<file path="src/rtl/shift_sched_pkg.sv">
// Shared types and default constants for the shift scheduler.
package shift_sched_pkg;

  typedef enum logic [1:0] {
    ST_IDLE  = 2'd0,
    ST_LOAD  = 2'd1,
    ST_SHIFT = 2'd2,
    ST_GAP   = 2'd3
  } state_e;

  localparam int DEF_REQS   = 4;
  localparam int DEF_BITS   = 8;
  localparam int DEF_GAP    = 2;
  localparam int TMO_MARGIN = 4;

endpackage

</file>
<file path="src/rtl/shift_sched_rr_arbiter.sv">
// Combinational round-robin pick: first set request bit at or above ptr, wrapping mod REQS.
module rr_arbiter #(
  parameter int REQS = 4,
  localparam int IW  = $clog2(REQS)
) (
  input  logic [REQS-1:0] req,
  input  logic [IW-1:0]   ptr,
  output logic [IW-1:0]   grant,
  output logic            vld
);

  logic [IW:0] sum;

  // Walk from the farthest offset down so the nearest requester is written last and wins.
  always_comb begin
    grant = '0;
    vld   = 1'b0;
    sum   = '0;
    for (int k = REQS - 1; k >= 0; k--) begin
      sum = {1'b0, ptr} + (IW+1)'(k);
      if (sum >= (IW+1)'(REQS)) sum = sum - (IW+1)'(REQS);
      if (req[sum[IW-1:0]]) begin
        grant = sum[IW-1:0];
        vld   = 1'b1;
      end
    end
  end

endmodule

</file>
<file path="src/rtl/shift_sched.sv">
// Round-robin scheduler sharing one parallel-load/serial-out shifter among REQS requesters.
// Optional shift watchdog enabled by defining SHIFT_SCHED_TIMEOUT_EN.
module shift_sched import shift_sched_pkg::*; #(
  parameter int REQS = DEF_REQS,
  parameter int BITS = DEF_BITS,
  parameter int GAP  = DEF_GAP,
  localparam int IW  = $clog2(REQS)
) (
  input  logic               clk,
  input  logic               rst,
  input  logic [REQS-1:0]    req,
  input  logic [REQS*BITS-1:0] data,
  output logic [REQS-1:0]    ack,
  output logic               sh_load,
  output logic [BITS-1:0]    sh_d,
  input  logic               sh_eos,
  output logic               busy,
  output logic [IW-1:0]      grant_id,
  output logic               err
);

  localparam int GW = (GAP > 1) ? $clog2(GAP) : 1;

  state_e          state_q, state_d;
  logic [IW-1:0]   ptr_q, ptr_d;
  logic [IW-1:0]   gid_q, gid_d;
  logic [BITS-1:0] shd_q, shd_d;
  logic [REQS-1:0] ack_q, ack_d;
  logic [GW-1:0]   gap_q, gap_d;
  logic            err_q, err_d;
  logic [IW-1:0]   arb_gnt;
  logic            arb_vld;
  logic [BITS-1:0] sel_word;
  logic [IW-1:0]   ptr_next;

`ifdef SHIFT_SCHED_TIMEOUT_EN
  localparam int TW = $clog2(BITS + TMO_MARGIN);
  logic [TW-1:0] tmo_q, tmo_d;
`endif

  rr_arbiter #(.REQS(REQS)) u_arb (
    .req   (req),
    .ptr   (ptr_q),
    .grant (arb_gnt),
    .vld   (arb_vld)
  );

  always_comb begin
    sel_word = '0;
    for (int i = 0; i < REQS; i++)
      if (arb_gnt == IW'(i)) sel_word = data[i*BITS +: BITS];
  end

  assign ptr_next = (gid_q == IW'(REQS - 1)) ? '0 : gid_q + IW'(1);

  always_comb begin
    state_d = state_q;
    ptr_d   = ptr_q;
    gid_d   = gid_q;
    shd_d   = shd_q;
    ack_d   = '0;
    gap_d   = gap_q;
    err_d   = 1'b0;
`ifdef SHIFT_SCHED_TIMEOUT_EN
    tmo_d   = tmo_q;
`endif
    case (state_q)
      ST_IDLE: begin
        if (arb_vld) begin
          gid_d   = arb_gnt;
          shd_d   = sel_word;
          state_d = ST_LOAD;
        end
      end
      ST_LOAD: begin
`ifdef SHIFT_SCHED_TIMEOUT_EN
        tmo_d   = '0;
`endif
        state_d = ST_SHIFT;
      end
      ST_SHIFT: begin
        if (sh_eos) begin
          ack_d[gid_q] = 1'b1;
          ptr_d        = ptr_next;
          gap_d        = GW'(GAP - 1);
          state_d      = (GAP > 0) ? ST_GAP : ST_IDLE;
        end
`ifdef SHIFT_SCHED_TIMEOUT_EN
        // Abandon the frame without ack; the requester loses its turn.
        else if (tmo_q == TW'(BITS + TMO_MARGIN - 1)) begin
          err_d   = 1'b1;
          ptr_d   = ptr_next;
          gap_d   = GW'(GAP - 1);
          state_d = (GAP > 0) ? ST_GAP : ST_IDLE;
        end else begin
          tmo_d = tmo_q + TW'(1);
        end
`endif
      end
      ST_GAP: begin
        if (gap_q == '0) state_d = ST_IDLE;
        else             gap_d   = gap_q - GW'(1);
      end
      default: state_d = ST_IDLE;
    endcase
  end

  always_ff @(posedge clk or posedge rst) begin
    if (rst) begin
      state_q <= ST_IDLE;
      ptr_q   <= '0;
      gid_q   <= '0;
      shd_q   <= '0;
      ack_q   <= '0;
      gap_q   <= '0;
      err_q   <= 1'b0;
    end else begin
      state_q <= state_d;
      ptr_q   <= ptr_d;
      gid_q   <= gid_d;
      shd_q   <= shd_d;
      ack_q   <= ack_d;
      gap_q   <= gap_d;
      err_q   <= err_d;
    end
  end

`ifdef SHIFT_SCHED_TIMEOUT_EN
  always_ff @(posedge clk or posedge rst) begin
    if (rst) tmo_q <= '0;
    else     tmo_q <= tmo_d;
  end
  assign err = err_q;
`else
  assign err = 1'b0;
`endif

  assign sh_load  = (state_q == ST_LOAD);
  assign busy     = (state_q != ST_IDLE);
  assign ack      = ack_q;
  assign grant_id = gid_q;
  assign sh_d     = shd_q;

endmodule
</file>
<file path="config.mk">
export PLATFORM = sky130hd
export DESIGN_NAME = shift_sched
export DESIGN_NICKNAME = d
export VERILOG_FILES = /design/src/rtl/shift_sched_pkg.sv /design/src/rtl/shift_sched_rr_arbiter.sv /design/src/rtl/shift_sched.sv
export SDC_FILE = /design/constraint.sdc
export NUM_CORES = 1
export LEC_CHECK = 0
export BUFFER_PORTS_ARGS = -buffer_cell sky130_fd_sc_hd__buf_2
export CAP_MARGIN = 20
export CORE_MARGIN = 3
export CORE_UTILIZATION = 35
export DETAILED_ROUTE_END_ITERATION = 10
export HOLD_SLACK_MARGIN = 0.08
export PLACE_DENSITY = 0.6
export SLEW_MARGIN = 20
export SYNTH_ARGS = -nofsm -noshare
export SYNTH_HDL_FRONTEND = slang
export SYNTH_SLANG_ARGS = --single-unit
</file>
<file path="constraint.sdc">
create_clock -name clk -period 2.5 [get_ports clk]
set_input_delay 0.125 -clock clk [delete_from_list [all_inputs] [get_ports clk]]
set_output_delay 0.125 -clock clk [all_outputs]
set_load 0.05 [all_outputs]
</file>
==> results.sh <==
export IMPL_result_of_the_run="complete, no violations"
export IMPL_sw_frac_of_total_pct=53.3
export IMPL_critical_path_peak_fanout=9
export IMPL_postRouteWirelength_mm=2.99
export IMPL_hold_viol=0
export IMPL_yosysTopAreaCellShare_pct=39.6
export IMPL_fmax_mhz=500
export IMPL_yosys_warning_total=0
export IMPL_setup_reg_to_reg_worst_slack_ns=0.50
export IMPL_number_of_maximum_capacitance_constraint_violations=0
export IMPL_ys_seq_elements=19
export IMPL_start_util_pct=38.1
export IMPL_die_area_um2=4170
export IMPL_synth_fp_nets=165
export IMPL_chipWidth_um=64.6
export IMPL_routed_via_count=1083
export IMPL_number_of_global_route_vias_before_repair=1063
export IMPL_top_cell_type_by_total_area_after_synthesis="dfrtp_1"
export IMPL_flow_area_growth_from_synthesis_pct=29.5
export IMPL_post_drt_wl_per_cell_um=13.7
export IMPL_final_max_slew_violation_count=0
export IMPL_layout_cells_most_common_list="buf_2 (54), dfrtp_1 (19), nor2_1 (10), mux2i_1 (10)"
export IMPL_first_iter_violations=46
export IMPL_cts_clk_slew_worst_paths_ns=0.12
export IMPL_syn_instance_count=117
export IMPL_placement_row_count=20
export IMPL_startpoint_type="flop"
export IMPL_switching_power_w=0.000985
export IMPL_syn_avg_cell_area_um2=10.3
export IMPL_layout_drive_gt1_share_pct=37.9
export IMPL_post_route_clock_period_utilization_pct=79.9
export IMPL_io_buffer_count=54
export IMPL_global_route_wire_length_before_repair_mm=4.87
export IMPL_hold_path_class="input pin to flop"
export IMPL_postRouteAntennaNets=0
export IMPL_timing_final_crit_period_ns=2.00
export IMPL_clkLatencyLatePin_ns=0.30
export IMPL_slew_headroom_pct=50.4
export IMPL_worst_clock_skew_ns=0.00330
export IMPL_yosys_top_cells_area="dfrtp_1 (40%), ha_1 (9.4%), mux2i_1 (8.3%)"
export IMPL_dp_hpwl_mm=2.34
export IMPL_synth_top_family_by_area="compound AO/OA/AOI/OAI gates"
export IMPL_num_io_pins=56
export IMPL_power_ir_vdd_worst_uv=499
export IMPL_number_of_diodes=0
export IMPL_cellLeakagePower_nw=0.790
export IMPL_timing_critical_path_arrival_ns=2.21
export IMPL_antenna_violations_before_repair=0
export IMPL_drt_pass1_iterations=4
export IMPL_worstSetupEndpointType="flop"
export IMPL_root_buffer="clkbuf_4"
export IMPL_synth_distinct_cells=32
export IMPL_cts_tree="built"
export IMPL_post_route_drc_count=0
export IMPL_route_detailed_vias_per_inst=4.97
export IMPL_synth_adder_area_share_pct=9.38
export IMPL_worst_pin_slew_ns=0.743
export IMPL_crit_required_ns=2.71
export IMPL_setup_worst_path_class="flop to flop"
export IMPL_grt_setup_unrepaired="false"
export IMPL_cellPowerDensity_nw_per_um2=1190
export IMPL_setup_viol=0
export IMPL_h_tree_depth=1
export IMPL_final_hold_worst_slack_ns=0.110
export IMPL_grt_ovfl_total=0
export IMPL_die_h_um=64.6
export IMPL_grt_start_max_net_pins=20
export IMPL_share_comb_of_total_power_pct=62.3
export IMPL_setup_tns_final_ns=0
export IMPL_gp_congestion=0.771
export IMPL_clk_path_buf_depth=2
export IMPL_clock_sinks=19
export IMPL_synth_compound_gate_area_share_pct=19.1
export IMPL_total_cts_buffers=3
export IMPL_mostFrequentLayoutCell="buf_2"
export IMPL_layout_nets=223
export IMPL_synth_simple_area_share_pct=17.9
export IMPL_synth_xor_area_share_pct=0
export IMPL_proportion_of_power_drawn_by_flip_flops_and_latches_pct=28.7
export IMPL_syn_area_um2=1200
export IMPL_internal_pwr_total_w=0.000861
export IMPL_synth_seq_area_share_pct=39.6
export IMPL_part_of_the_total_power_dissipated_in_the_clock_network_pct=9.0
export IMPL_floorplan_core_area_um2=3150
export IMPL_grt_total_usage_pct=14.7
export IMPL_synth_mux_area_fraction_pct=9.28
synth_stat cells, drive strengths merged:
cell type,number
dfrtp,19
nor2,11
mux2i,10
ha,9
inv,9
a211oi,8
a311oi,8
nor3b,7
nand2,5
and3,4
o21ai,3
or2,3
a21o,2
a21oi,2
buf,2
nand2b,2
a2111oi,1
a22o,1
and2b,1
and4,1
clkbuf,1
conb,1
mux2,1
nand3,1
nand4,1
nor4,1
o31ai,1
o32a,1
or2b,1
timing repair:
action,4_1_cts,5_1_grt
setup buffers,0,0
setup endpoints to repair,0,0
resized for setup,0,0
endpoints found under the hold margin,19,0
hold buffers,1,0
state kept, by name, summed over array words and instances (netlist names):
| register | count |
|---|---|
| ack | 4 |
| sh_d | 8 |
| gap_q | 1 |
| grant_id | 2 |
| state_q | 2 |
| ptr_q | 2 |
path summary, 6_finish.rpt:
| path | start | depth (start not counted) | end |
|---|---|---|---|
| worst max-delay path | ptr_q[0] | 5 | sh_d[5] |
| worst min-delay path | sh_eos | 2 | ack[0] |
| worst max register to register | ptr_q[0] | 5 | sh_d[5] |
| worst min register to register | ptr_q[0] | 2 | ptr_q[0] |
| max in group asynchronous | rst | 3 | sh_d[3] |
| min in group asynchronous | rst | 3 | sh_d[5] |
cell type report:
class | instances | area [um^2]
Tap cell | 44 | 55.1
Sequential cell | 19 | 475
Inverter | 9 | 33.8
Fill cell | 319 | 1600
Timing Repair Buffer | 56 | 288
Clock buffer | 3 | 22.5
Clock inverter | 1 | 7.51
Multi-Input combinational cell | 86 | 672
per-stage QoR:
| step | utilization, % | cells | setup WS (ns) | area [um^2] | total power (W) |
|---|---|---|---|---|---|
| final | 49.3 | 218 | 0.502 | 1550 | 0.00185 |
| after global routing | 49.3 | 218 | 0.348 | 1550 | 0.00200 |
| after CTS | 49.3 | 218 | 0.489 | 1550 | 0.00187 |
| after detailed placement | 48.0 | 213 | 0.516 | 1510 | 0.00170 |
| after global placement | 48.0 | 213 | 0.648 | 1510 | 0.00168 |
| after floorplan | - | 117 | 0.526 | 1200 | 0.00143 |
metal layers:
layer | track usage, % | vias to the layer above | routed length [um]
met5 | 0 | - | 0
met4 | 4.75 | 0 | 19
met3 | 2.25 | 2 | 179
met2 | 24.4 | 33 | 1450
met1 | 19.6 | 506 | 1340
li1 | - | 542 | -
critical path: stages, from the launching register on:
cell,delay (ns)
dfrtp_1,0.42
nand2b_1,0.14
a21oi_1,0.57
nor2_2,0.28
mux2i_1,0.19
a311oi_1,0.30
power groups by stage:
stage                     Sequential, W  Combinational (W)  Clock, W
final                          0.000530            0.00115  0.000166
after floorplan                0.000825           0.000603         0
after CTS                      0.000533            0.00117  0.000175
after detailed placement       0.000540            0.00116         0
after global placement         0.000533            0.00115         0
after global routing           0.000555            0.00125  0.000189
logic make-up after synthesis:
logic type / Yosys count
other: 1
DFF: 19
AOI/OAI and AO/OA: 27
buffers and inverters: 12
muxes: 11
and+or+nand+nor: 38
adders and majority gates: 9
Note: power is estimated with default switching activity, not from simulation.
